## config.mk

```make
export PLATFORM = sky130hd
export DESIGN_NAME = ibex_rf_burst_loader
export DESIGN_NICKNAME = d
export VERILOG_FILES = /design/src/rtl/ibex_rf_burst_loader_pkg.sv /design/src/rtl/ibex_rf_burst_buf.sv /design/src/rtl/ibex_rf_burst_loader.sv
export SDC_FILE = /design/constraint.sdc
export NUM_CORES = 1
export LEC_CHECK = 0
export BUFFER_PORTS_ARGS = -buffer_cell sky130_fd_sc_hd__buf_4
export CORE_MARGIN = 3
export CORE_UTILIZATION = 60
export CTS_CLUSTER_SIZE = 20
export DETAILED_ROUTE_END_ITERATION = 16
export MAX_ROUTING_LAYER = met4
export PLACE_DENSITY = 0.9
export SKIP_CTS_REPAIR_TIMING = 1
export SLEW_MARGIN = 20
export SYNTH_ARGS = -nofsm -noshare
export SYNTH_HDL_FRONTEND = slang
export SYNTH_HIERARCHICAL = 1
export SYNTH_SLANG_ARGS = --single-unit
```

## constraint.sdc

```tcl
create_clock -name clk_i -period 7.2 [get_ports clk_i]
set_input_delay 1.44 -clock clk_i [delete_from_list [all_inputs] [get_ports clk_i]]
set_output_delay 1.44 -clock clk_i [all_outputs]
set_load 0.01 [all_outputs]
```

## src/rtl/ibex_rf_burst_loader_pkg.sv

```systemverilog
// ibex_rf_burst_loader_pkg: shared FSM states and sizing constants for the regfile burst loader.
package ibex_rf_burst_loader_pkg;
    typedef enum logic [1:0] {IDLE, COLLECT, EMIT} state_e;
    localparam int unsigned BURST_WORDS = 4;
    localparam logic [5:0] TOP_ADDR = 6'd31;
    localparam logic [5:0] TOP_ADDR_E = 6'd15;
endpackage

```

## src/rtl/ibex_rf_burst_buf.sv

```systemverilog
// ibex_rf_burst_buf: 4-slot word buffer filled in arrival order, with fill counter and clear.
module ibex_rf_burst_buf import ibex_rf_burst_loader_pkg::*; #(
    parameter int DataWidth = 32
) (
    input  logic                                  clk_i,
    input  logic                                  rst_i,
    input  logic                                  clr_i,
    input  logic                                  wr_i,
    input  logic [DataWidth-1:0]                  data_i,
    output logic [BURST_WORDS-1:0][DataWidth-1:0] slot_o,
    output logic [2:0]                            cnt_o
);
    logic [BURST_WORDS-1:0][DataWidth-1:0] r_slot;
    logic [2:0]                            r_cnt;
    always_ff @(posedge clk_i) begin
        if (rst_i || clr_i) begin
            r_slot <= '0;
            r_cnt  <= '0;
        end else if (wr_i && r_cnt < 3'(BURST_WORDS)) begin
            r_slot[r_cnt[1:0]] <= data_i;
            r_cnt              <= r_cnt + 3'd1;
        end
    end
    assign slot_o = r_slot;
    assign cnt_o  = r_cnt;
endmodule

```

## src/rtl/ibex_rf_burst_loader.sv

```systemverilog
// ibex_rf_burst_loader: streams words into consecutive registers as bursts of up to 4,
// yielding to the core write port and validating each command's register range.
module ibex_rf_burst_loader import ibex_rf_burst_loader_pkg::*; #(
    parameter bit RV32E     = 1'b0,
    parameter int DataWidth = 32
) (
    input  logic                 clk_i,
    input  logic                 rst_i,
    input  logic                 cmd_valid_i,
    output logic                 cmd_ready_o,
    input  logic [4:0]           cmd_addr_i,
    input  logic [4:0]           cmd_count_i,
    output logic                 cmd_err_o,
    input  logic                 in_valid_i,
    output logic                 in_ready_o,
    input  logic [DataWidth-1:0] in_data_i,
    input  logic                 abort_i,
    input  logic                 core_we_i,
    output logic                 rf_valid_o,
    output logic [4:0]           rf_addr_o,
    output logic [1:0]           rf_len_o,
    output logic [DataWidth-1:0] rf_data_o,
    output logic [DataWidth-1:0] rf_msg1_o,
    output logic [DataWidth-1:0] rf_msg2_o,
    output logic [DataWidth-1:0] rf_msg3_o,
    output logic                 busy_o,
    output logic                 done_o
);
    localparam logic [5:0] TopAddr = RV32E ? TOP_ADDR_E : TOP_ADDR;

    state_e                                r_state, w_next;
    logic [4:0]                            r_base, r_rem;
    logic                                  r_cmd_err, r_busy, r_done, r_rf_valid;
    logic [4:0]                            r_rf_addr;
    logic [1:0]                            r_rf_len;
    logic [DataWidth-1:0]                  r_rf_data, r_rf_msg1, r_rf_msg2, r_rf_msg3;
    logic [BURST_WORDS-1:0][DataWidth-1:0] w_slot;
    logic [2:0]                            w_cnt, w_cnt_n;
    logic [4:0]                            w_rem_n;
    logic [5:0]                            w_cmd_end;
    logic                                  w_cmd_ok, w_accept, w_emit_due, w_fire;

    assign w_cmd_end  = {1'b0, cmd_addr_i} + {1'b0, cmd_count_i} - 6'd1;
    assign w_cmd_ok   = cmd_addr_i != '0 && cmd_count_i != '0 && w_cmd_end <= TopAddr;
    assign w_accept   = r_state == COLLECT && in_valid_i && !abort_i;
    assign w_cnt_n    = w_cnt + 3'd1;
    assign w_rem_n    = r_rem - 5'd1;
    // The crossing term guards the register-file top even if the count check is ever relaxed.
    assign w_emit_due = w_cnt_n == 3'(BURST_WORDS) || w_rem_n == '0 ||
                        ({1'b0, r_base} + {3'b0, w_cnt_n}) > TopAddr;
    assign w_fire     = r_state == EMIT && !core_we_i && !abort_i;

    ibex_rf_burst_buf #(.DataWidth(DataWidth)) u_buf (
        .clk_i  (clk_i),
        .rst_i  (rst_i),
        .clr_i  (w_fire || abort_i),
        .wr_i   (w_accept),
        .data_i (in_data_i),
        .slot_o (w_slot),
        .cnt_o  (w_cnt)
    );

    always_ff @(posedge clk_i) begin
        r_state <= rst_i ? IDLE : w_next;
    end

    always_comb begin
        w_next = r_state;
        if (abort_i && r_state != IDLE) w_next = IDLE;
        else if (r_state == IDLE && cmd_valid_i && w_cmd_ok) w_next = COLLECT;
        else if (w_accept && w_emit_due) w_next = EMIT;
        else if (w_fire) w_next = (r_rem == '0) ? IDLE : COLLECT;
    end

    always_ff @(posedge clk_i) begin
        if (rst_i) begin
            r_base     <= '0;
            r_rem      <= '0;
            r_cmd_err  <= 1'b0;
            r_busy     <= 1'b0;
            r_done     <= 1'b0;
            r_rf_valid <= 1'b0;
            r_rf_addr  <= '0;
            r_rf_len   <= '0;
            r_rf_data  <= '0;
            r_rf_msg1  <= '0;
            r_rf_msg2  <= '0;
            r_rf_msg3  <= '0;
        end else begin
            r_cmd_err  <= r_state == IDLE && cmd_valid_i && !w_cmd_ok;
            r_busy     <= w_next != IDLE;
            r_rf_valid <= w_fire;
            r_done     <= w_fire && r_rem == '0;
            if (r_state == IDLE && cmd_valid_i && w_cmd_ok) begin
                r_base <= cmd_addr_i;
                r_rem  <= cmd_count_i;
            end
            if (w_accept) r_rem <= w_rem_n;
            if (w_fire) begin
                r_base    <= r_base + 5'(w_cnt);
                r_rf_addr <= r_base;
                r_rf_len  <= 2'(w_cnt - 3'd1);
                r_rf_data <= w_slot[0];
                r_rf_msg1 <= w_cnt > 3'd1 ? w_slot[1] : '0;
                r_rf_msg2 <= w_cnt > 3'd2 ? w_slot[2] : '0;
                r_rf_msg3 <= w_cnt > 3'd3 ? w_slot[3] : '0;
            end
        end
    end

    assign cmd_ready_o = r_state == IDLE;
    assign in_ready_o  = r_state == COLLECT;
    assign cmd_err_o   = r_cmd_err;
    assign busy_o      = r_busy;
    assign done_o      = r_done;
    assign rf_valid_o  = r_rf_valid;
    assign rf_addr_o   = r_rf_addr;
    assign rf_len_o    = r_rf_len;
    assign rf_data_o   = r_rf_data;
    assign rf_msg1_o   = r_rf_msg1;
    assign rf_msg2_o   = r_rf_msg2;
    assign rf_msg3_o   = r_rf_msg3;
endmodule

```

; Word level (Yosys, flattened, before mapping)
; Cells that the tools add are included.
; W data, S select, Z words.
[totals]
reg_bits = 282
in_bits = 48
output_inout_bits = 141
wordCells = 81
[classes]
addsub = 7
magnitude_cmp = 8
eq_ne = 3
muxes = 15
n_reduce_logical = 30
[ops]
columns = cell, n
row1 = $bwmux W128, 1
row2 = $mux W32, 4
row3 = $demux W32 S2, 1
row4 = $mux W5, 4
row5 = $logic_and A1 B1 Y1, 14
row6 = $logic_not A5 Y1, 2
row7 = $reduce_bool A5 Y1, 2
row8 = $mux W2, 4
row9 = $reduce_bool A2 Y1, 4
row10 = $add A5 B3 Y6, 1
row11 = $add A5 B5 Y6, 1
row12 = $gt A3 B2 Y1 const B, 2
row13 = $gt A6 B5 Y1 const B, 1
row14 = $le A6 B5 Y1 const B, 1
row15 = $sub A6 B1 Y6 const B, 1
row16 = $add A5 B3 Y5, 1
row17 = $sub A5 B1 Y5 const B, 1
row18 = $logic_or A1 B1 Y1, 4
row19 = $add A3 B1 Y3 const B, 1
row20 = $eq A3 B3 Y1 const B, 1
row21 = $gt A3 B1 Y1 const B, 1
row22 = $logic_not A1 Y1, 3
row23 = $lt A2 B3 Y1 const B, 1
row24 = $lt A3 B3 Y1 const B, 1
row25 = 6 further kinds, 6

; Logic depth before layout (Yosys ltp)
; Gate-level depths: netlist of run 1.
[logic_depth]
depth_word = 9
mapped_depth = 12
mapped_depth_nobuf = 11

; By module
; Netlist of run 1, hierarchy kept.
[modules_own_cells]
columns = module, instances, cells_each, area_each_um2, seq_area_each_um2
row1 = ibex_rf_burst_loader, 1, 616, 5749.3, 3022.9
row2 = ibex_rf_burst_buf, 1, 580, 4936.0, 2622.5

; Worst setup path before layout of run 1
; No wires, ideal clock.
[synth_timing]
kind = input-to-reg
from = in cmd_count_i[1]
to = reg r_base[3]
setup_time_ps = 75
t_arrival_ps = 3603
required_ps = 7125
slack_ps = 3522
stages = 11
n_path_buf = 0
cell_sequence = inv_1 > ha_1 > inv_1 > ha_1 > inv_1 > fa_1 > and3b_1 > or3_4 > a211oi_4 > mux2_1 > a31oi_1
[synth_between]
elab_chain_len = 6
elab_cells_between_ends = 8
classes_between = 2 x add/sub / 1 x order compare / 5 x reduce/logical
[synth_rtl]
columns = element, line
row1 = start: declaration, ibex_rf_burst_loader.sv:12  ; input logic [4:0] cmd_count_i,
row2 = $add A5 B5 Y6, ibex_rf_burst_loader.sv:43  ; assign w_cmd_end = {1'b0, cmd_addr_i} + {1'b0, cmd_count_i} - 6'd1;
row3 = $sub A6 B1 Y6, ibex_rf_burst_loader.sv:43
row4 = $le A6 B5 Y1, ibex_rf_burst_loader.sv:44  ; assign w_cmd_ok = cmd_addr_i != '0 && cmd_count_i != '0 && w_cmd_end <= TopAddr;
row5 = $logic_and A1 B1 Y1 *, ibex_rf_burst_loader.sv:44
row6 = $logic_and A1 B1 Y1 *, ibex_rf_burst_loader.sv:94  ; if (r_state == IDLE && cmd_valid_i && w_cmd_ok) begin
row7 = $reduce_bool A2 Y1 (no line) *, n/a
row8 = end signal: assignment, ibex_rf_burst_loader.sv:95  ; r_base <= cmd_addr_i;
row9 = end signal: assignment, ibex_rf_burst_loader.sv:100  ; r_base <= r_base + 5'(w_cnt);
row10 = end: declaration, ibex_rf_burst_loader.sv:32  ; logic [4:0] r_base, r_rem;
; Every way passes the cells marked *; elsewhere a longest branch is shown, timed or not.
; A chain may end at the register's enable or synchronous reset.

; Final worst setup path of run 1
[layout_timing]
from = in cmd_addr_i[1]
to = reg r_base[3]
[layout_between]
elab_chain_len = 6
elab_cells_between_ends = 8
classes_between = 2 x add/sub / 1 x order compare / 5 x reduce/logical
[layout_rtl]
columns = element, line
row1 = start: declaration, ibex_rf_burst_loader.sv:11  ; input logic [4:0] cmd_addr_i,
row2 = $add A5 B5 Y6, ibex_rf_burst_loader.sv:43
row3 = $sub A6 B1 Y6, ibex_rf_burst_loader.sv:43
row4 = $le A6 B5 Y1, ibex_rf_burst_loader.sv:44
row5 = $logic_and A1 B1 Y1 *, ibex_rf_burst_loader.sv:44
row6 = $logic_and A1 B1 Y1 *, ibex_rf_burst_loader.sv:94
row7 = $reduce_bool A2 Y1 (no line) *, n/a
; Marks and branches as above.

==> impl_metrics.toml, run 1 <==
[cells_and_area]
final_util = 0.743
drive_gt1_frac = 0.234
nFillCells = 1223
antenna_cells = 0
syn_to_final_growth_pct = 20.7
layout.nets = 1418
finalNonFillerCells = 1586

[global_routing]
grt_pass1_wl_mm = 45.6
grt_pass1_vias = 8853
grt_util_all_layers = 0.292
grt_max_degree = 112
gr-total-overflow = 0
antenna_found_initial = 0

[logic_synthesis]
ys_seq_elements = 282
ys.flop_type = "dfxtp_1"
syn-num-nets = 1272
yosysSeqAreaShare = 0.528
yosysUniqueCellTypes = 51
async_flop_share = 0
synth_area_per_cell_um2 = 8.93
synth_edf_count = 0
ys_warn_count = 6
synth_area_leader_cell = "dfxtp_1"
yosysTopAreaCellShare = 0.528
synth.area.top_cells = "dfxtp_1 (53%), nand2_1 (12%), a21oi_1 (5.6%), a22oi_1 (4.5%), a21oi_2 (4.4%)"
synthCells = 1196
synth_area_mm2 = 0.0107

[power]
p_total_mw = 3.16
irDropWorstVdd_mv = 0.180
p_leak_nw = 4.89
p_per_area_mw_per_mm2 = 245

[routing]
antenna_left = 0
dr.first_iter.drc_count = 798
drc = 0
via_per_inst = 5.73
top_layer = "met4"
wl_met2_mm = 13.7
vias = 9089
wl_mm = 28.7
routedWlPerCell_um = 18.1
met3WireLength_mm = 2.36
dr.pass1.iters = 5
m1WireLength_mm = 12.0

[clock_network]
root_buffer = "clkbuf_16"
cts.clk_slew.worst_paths_ns = 0.06
cts_tree = "done"
clock_latency_ns = 0.53
clk_path_buf_depth = 3
cts_max_level = 1
cts_sinks = 282
cts_buffers = 27

[floorplan]
die_y_um = 139
coreArea_mm2 = 0.0174
dieArea_mm2 = 0.0194
io_pins = 189
rows = 48
die_w_um = 139
initial_core_util = 0.616

[setup_path]
cp.arrival_ns = 4.19
path_buf_inv = 4
path_delay_family = "compound AO/OA/AOI/OAI gates"
cp-start-kind = "input port"
crit_path_max_incr_delay_ns = 0.73
cp_cell_sequence = "buf_4 -> inv_1 -> ha_1 -> inv_1 -> ha_1 -> inv_1 -> fa_1 -> and3b_1 -> o21ai_0 -> a211oi_4 -> mux2_1 -> a31oi_1"
crit_path_top_delay_cell = "a211oi_4"
path_max_fanout = 19
critPathKind = "input port to flop"
required_ns = 7.65
end_kind = "flop"
crit_top_cell = "inv_1"

[timing]
finalCriticalPeriod_ns = 3.74
rsz0062_at_grt = "no"
slew_headroom = 0.316
timing.setup.tns_ns = 0
finalSetupViolations = 0
clock_skew_ns = 0.00996
max_freq_ghz = 0.267
min_period_over_period = 0.520
hold_viol = 0
worst_slack_ns = 3.46
report.final.slew_viol_count = 0
worst_pin_slew_ns = 1.02

[placed_design]
place_hpwl_mm = 18.6
finalWeightedCongestion = 0.899
post-place-cells = 1538
port_buffers = 188
place_ws_ns = 2.96

[flow_run]
cap_violations = 0

[hold_path]
min_path_type = "flop to flop"

[run_status]
status = "completed"
## layout by cell type (no fill, tap or decap), drive strengths merged, types with 3 or more instances in the layout
master,instances
nor2b,4
clkinv,8
clkbuf,33
bufinv,3
a211oi,6
buf,204
or4,3
nand2b,3
a21oi,174
a21o,7
dfxtp,282
and3b,5
nor2,79
o21ai,4
and2,3
nor3,11
a22oi,64
ha,26
inv,31
a22o,32
nand3b,7
xnor2,4
nand2,337
## worst register-to-register path, stage by stage (launching register included)
cell	delay, ns
dfxtp_1	0.38
nor3b_1	0.46
or2_2	0.20
or2_4	0.72
buf_4	0.82
nor2_1	0.16
## per-layer routing
metal  vias to the layer above  track usage
met5                         -            -
met4                         0       0.0829
met3                        47       0.0474
met2                       404        0.468
met1                      4349        0.386
li1                       4289            -
## through the flow
step,instance area (um2),hold slack [ns]
2_1_floorplan,10700,0.432
3_3_place_gp,12000,0.437
3_5_place_dp,12000,0.446
4_1_cts,12900,0.451
5_1_grt,12900,0.472
6_report,12900,0.456
## cells in the mapped netlist (6+ instances only)
cell type  number
nand2_1       337
nand3b_1        7
ha_1           26
buf_6          19
inv_1          28
a22oi_1        64
a21oi_1       120
a22o_1         32
buf_2          23
buf_4           7
dfxtp_1       282
nor2_1         79
a21oi_2        54
nor3_1         11
clkbuf_1       32
a21o_1          7
buf_1           6
## layout make-up
type	instances	area (um2)	area share
clock buffer	33	728	0.0564
clock inverter	15	166	0.0129
inverter	29	109	0.00844
multi-input combinational	798	4440	0.344
sequential	282	5650	0.438
tap	225	282	0.0218
timing repair buffer	204	1540	0.119
## cell families (layout without fill, tap and decap cells)
| group | count (synthesis) | in the layout | synth area share |
|---|---|---|---|
| buffers and inverters | 116 | 281 | 0.0593 |
| AO/OA/AOI/OAI | 299 | 299 | 0.196 |
| flip-flops | 282 | 282 | 0.528 |
| AND/OR/NAND/NOR | 463 | 463 | 0.176 |
| adder cells (fa/ha/maj) | 28 | 28 | 0.0342 |
| multiplexers | 3 | 3 | 0.00293 |
| XOR/XNOR | 5 | 5 | 0.00410 |
## registers in the layout (all words and copies together) (netlist names)
name,flops
u_buf/cnt_o,3
u_buf/slot_o,128
r_state,2
rf_addr_o,5
rf_msg3_o,32
rf_len_o,2
done_o,1
rf_msg1_o,32
rf_msg2_o,32
r_base,5
busy_o,1
r_rem,5
cmd_err_o,1
rf_data_o,32
rf_valid_o,1
## where the power goes
| part | leakage [nW] | switching, mW | total (mW) | internal, mW |
|---|---|---|---|---|
| clock network | 0.441 | 0.594 | 1.42 | 0.829 |
| registers | 2.27 | 0.0111 | 1.58 | 1.57 |
| logic | 2.18 | 0.0975 | 0.155 | 0.0579 |
## worst paths after layout
check                    from                to  slack [ns]  depth (start not counted)
max             cmd_addr_i[1]         r_base[3]        3.46                         12
min          u_buf/slot_o[44]  u_buf/slot_o[44]        0.46                          2
max reg2reg        r_state[1]    u_buf/cnt_o[2]        4.32                          5
min reg2reg  u_buf/slot_o[44]  u_buf/slot_o[44]        0.46                          2
Power figures use the tool's default switching activity.
==> inputs of run 2 (changes only) <==
- CORE_UTILIZATION: 60 -> 55
- PLACE_DENSITY: 0.9 -> 0.84
- clock period: 7.2 -> 3.7 ns (I/O delays scaled with it)
==> run 2 against run 1 <==
Clock power increased by 100%. Register-to-register slack got worse by 3.1 ns. Sequential share of layout area decreased by 0.60 points. Worst setup slack got worse by 2.4 ns. Hold slack got worse by 0.0064 ns. Clock skew increased by 0.0027 ns. Critical path type unchanged.
==> impl_metrics.toml, run 2 (synthesis results as in run 1) <==
[run_status]
status = "completed"

[power]
power.switching_mw = 1.37
p_per_area_mw_per_mm2 = 476
power_frac_comb = 0.049
switching_share = 0.220
irDropWorstVdd_mv = 0.356
p_clk_frac = 0.457
p_total_mw = 6.22
seq_power_share = 0.494
p_int_mw = 4.85
p_leak_nw = 4.95

[global_routing]
grt_util_all_layers = 0.263
grt_pass1_wl_mm = 45.3
antenna_found_initial = 0
grt_max_degree = 80
grt_pass1_vias = 8925
gr-total-overflow = 0

[clock_network]
cts_buffers = 27
cts_max_level = 1
clock_latency_ns = 0.54
root_buffer = "clkbuf_16"
clk_path_buf_depth = 3
cts_sinks = 282
cts_tree = "done"
cts.clk_slew.worst_paths_ns = 0.06

[routing]
drc = 0
dr.first_iter.drc_count = 553
routedWlPerCell_um = 17.3
wl_mm = 28.2
dr.pass1.iters = 5
vias = 9007
via_per_inst = 5.54
antenna_left = 0

[cells_and_area]
final_common_cell = "nand2_1"
largest_reg_flops = 128
mostFrequentLayoutCells = "nand2_1 (337), dfxtp_1 (282), buf_4 (204)"
syn_to_final_growth_pct = 22.4
drive_gt1_frac = 0.236
layout.nets = 1423
antenna_cells = 0

[placed_design]
place_ws_ns = 0.454
port_buffers = 188
place_hpwl_mm = 18.2
finalWeightedCongestion = 0.813

[timing]
clock_skew_ns = 0.0126
finalCriticalPeriod_ns = 2.69
report.final.slew_viol_count = 0
slew_headroom = 0.392
timing.setup.tns_ns = 0
min_period_over_period = 0.727
hold_viol = 0
worst_pin_slew_ns = 0.913
worst_slack_ns = 1.01
max_freq_ghz = 0.372
rsz0062_at_grt = "no"
finalSetupViolations = 0

[floorplan]
rows = 50
die_w_um = 145
dieArea_mm2 = 0.0211
initial_core_util = 0.566
coreArea_mm2 = 0.0189
io_pins = 189
die_y_um = 145

[hold_path]
min_path_type = "flop to flop"

[setup_path]
cp.arrival_ns = 3.10
end_kind = "flop"
path_max_fanout = 7
cp-start-kind = "input port"
required_ns = 4.11
critPathKind = "input port to flop"

[flow_run]
cap_violations = 0
## run 2: layout make-up
| class | instances | area (um2) |
|---|---|---|
| sequential | 282 | 5650 |
| clock inverter | 11 | 150 |
| inverter | 29 | 109 |
| clock buffer | 38 | 777 |
| tap | 260 | 325 |
| multi-input combinational | 798 | 4440 |
| timing repair buffer | 209 | 1630 |
| fill | 1530 | 5810 |
## run 2: power by group through the flow
stage	sequential [mW]	clock, mW	combinational [mW]
after floorplan	3.14	0	0.189
after CTS	3.08	2.87	0.304
final	3.08	2.84	0.304
after global routing	3.08	3.01	0.332
after global placement	3.14	0	0.294
after detailed placement	3.14	0	0.303
## run 2: final timing paths
| kind | startpoint | end | slack (ns) | depth (start not counted) |
|---|---|---|---|---|
| worst max-delay path | cmd_count_i[1] | r_rem[3] | 1.01 | 13 |
| worst min register to register | u_buf/slot_o[13] | rf_data_o[13] | 0.45 | 2 |
| worst min-delay path | u_buf/slot_o[13] | rf_data_o[13] | 0.45 | 2 |
| worst max register to register | r_state[0] | u_buf/slot_o[80] | 1.25 | 7 |
## run 2: layer usage
metal	GRT usage	vias to the layer above	wire, um
li1	-	4307	-
met1	0.330	4307	12000
met2	0.445	333	13700
met3	0.0402	60	1700
met4	0.0760	0	775
met5	-	-	0
## run 2: critical path, cell delays in order
cell	delay (ns)
buf_4	0.08
inv_1	0.04
ha_1	0.26
inv_1	0.04
ha_1	0.18
inv_1	0.06
fa_1	0.15
and3b_1	0.18
or3_4	0.38
a211oi_4	0.43
buf_4	0.23
mux2i_1	0.23
a211oi_2	0.09
## run 2: per-stage QoR
step / utilization / area, um2 / cells / hold WS [ns]
floorplan: - / 10700 / 1196 / 0.432
global placement: 0.643 / 12200 / 1578 / 0.437
detailed placement: 0.643 / 12200 / 1578 / 0.443
CTS: 0.692 / 13100 / 1627 / 0.451
global route: 0.692 / 13100 / 1627 / 0.460
finish: 0.692 / 13100 / 1627 / 0.450
==> inputs of run 3 (changes only) <==
- clock period: 3.7 -> 2.8 ns (I/O delays scaled with it)
==> run 3 against run 2 <==
Global-route usage about the same. Non-clock buffer count up 24. First-iteration DRC count down 3.6%. Sequential power up 32%. Hold slack worse by 0.14 ns. Count of clock-buffer cells in the layout up 8. Combinational power up 44%. Worst setup slack worse by 0.65 ns. Design area up 0.91%. Register-to-register slack worse by 0.77 ns. Critical path depth down 1. Largest cell class unchanged. Highest routed layer unchanged.
==> impl_metrics.toml, run 3 (synthesis results as in run 1) <==
[global_routing]
busiest_layer = "met2"
gr-usage-met2 = 0.445
grt_util_all_layers = 0.263
gr-total-overflow = 0
grt_pass1_vias = 8845
grt_pass1_wl_mm = 45.4
use_met3 = 0.0408
antenna_found_initial = 0
use_met1 = 0.334
grt_max_degree = 87

[cells_and_area]
multi_input_area_mm2 = 0.00444
nFillCells = 1464
largest_reg_flops = 128
drive_gt1_frac = 0.245
antenna_cells = 0
finalNonFillerCells = 1650
final_common_cell = "nand2_1"
ff_latch_area_mm2 = 0.00565
layout.nets = 1447
syn_to_final_growth_pct = 23.5
mostFrequentLayoutCells = "nand2_1 (337), dfxtp_1 (282), buf_4 (226)"
final_util = 0.699

[timing]
min_period_over_period = 0.873
report.final.slew_viol_count = 0
finalCriticalPeriod_ns = 2.45
rsz0062_at_grt = "no"
worst_slack_ns = 0.354
max_freq_ghz = 0.409
worst_pin_slew_ns = 0.628
finalSetupViolations = 0
clock_skew_ns = 0.0109
hold_viol = 0
hold_slack_ns = 0.312
slew_headroom = 0.580

[routing]
via_per_inst = 5.54
routedWlPerCell_um = 17.1
vias = 9139
antenna_left = 0
wl_mm = 28.2
dr.pass1.iters = 5
dr.first_iter.drc_count = 533
drc = 0

[setup_path]
r2r_end = "busy_o"
reg2reg_depth = 9
required_ns = 3.24
path_delay_family = "simple AND/OR/NAND/NOR gates"
crit_path_top_delay_cell = "or4_1"
cp.arrival_ns = 2.89
setup.worst_path.start = "cmd_count_i[1]"
crit_top_cell = "inv_1"
path_max_fanout = 2
worstReg2RegStart = "u_buf/cnt_o[0]"
crit_end = "r_rem[0]"
end_kind = "flop"
cp_num_cells = 12
r2r_slack_ns = 0.48
cp-start-kind = "input port"
path_buf_inv = 4
crit_path_max_incr_delay_ns = 0.51
cp_cell_sequence = "buf_4 -> inv_1 -> ha_1 -> inv_1 -> ha_1 -> inv_1 -> fa_1 -> and3b_1 -> o21ai_0 -> and2_1 -> or4_1 -> a41oi_1"
critPathKind = "input port to flop"

[placed_design]
finalWeightedCongestion = 0.803
place_hpwl_mm = 18.4
post-place-cells = 1602
port_buffers = 188
place_ws_ns = -0.206

[power]
irDropWorstVdd_mv = 0.493
p_total_mw = 7.94
p_per_area_mw_per_mm2 = 601
p_leak_nw = 5.04

[floorplan]
io_pins = 189
dieArea_mm2 = 0.0211
rows = 50
coreArea_mm2 = 0.0189
die_y_um = 145
die_w_um = 145
initial_core_util = 0.566

[flow_run]
cap_violations = 0

[clock_network]
cts_max_level = 1
clk_path_buf_depth = 3
root_buffer = "clkbuf_16"
cts_buffers = 27
cts_tree = "done"
clock_latency_ns = 0.53
cts_sinks = 282
cts.clk_slew.worst_paths_ns = 0.06

[hold_path]
min_path_type = "input port to flop"

[run_status]
status = "completed"
run 3: per-layer routing:
metal / part of all wire / routed length, um / up-vias
li1: - / - / 4346
met1: 0.42 / 12000 / 4384
met2: 0.49 / 13700 / 356
met3: 0.066 / 1870 / 53
met4: 0.024 / 670 / 0
met5: 0 / 0 / -
run 3: worst min path at each step:
| stage | startpoint | endpoint | slack, ns | cells past startpoint |
|---|---|---|---|---|
| final | in_data_i[2] | u_buf/slot_o[34] | 0.31 | 3 |
| after floorplan | u_buf/slot_o[0] | rf_data_o[0] | 0.43 | 2 |
| after CTS | in_data_i[2] | u_buf/slot_o[2] | 0.30 | 3 |
| after global routing | in_data_i[19] | u_buf/slot_o[19] | 0.31 | 3 |
| after detailed placement | u_buf/slot_o[9] | rf_data_o[9] | 0.44 | 2 |
| after global placement | u_buf/slot_o[16] | rf_data_o[16] | 0.44 | 2 |
run 3: layout make-up:
class                   count  area share
flip-flops and latches    282       0.428
repair buffers            233       0.139
well taps                 260      0.0246
clock inverters             2     0.00104
clock buffers              46      0.0627
inverters                  29     0.00825
multi-input cells         798       0.337
run 3: report_power, final:
group          switching, mW  internal, mW
clock                   1.44          1.99
combinational          0.255         0.184
sequential            0.0274          4.04
run 3: tightest hold or removal path: stages:
cell and delay [ns]:
buf_4 0.13, nand2_1 0.07, a21oi_2 0.04
run 3: through the flow:
stage	TNS (ns)	cell area, um2
2_1_floorplan	0	10700
3_3_place_gp	-0.391	12400
3_5_place_dp	-0.950	12400
6_report	0	13200
5_1_grt	0	13200
4_1_cts	0	13200
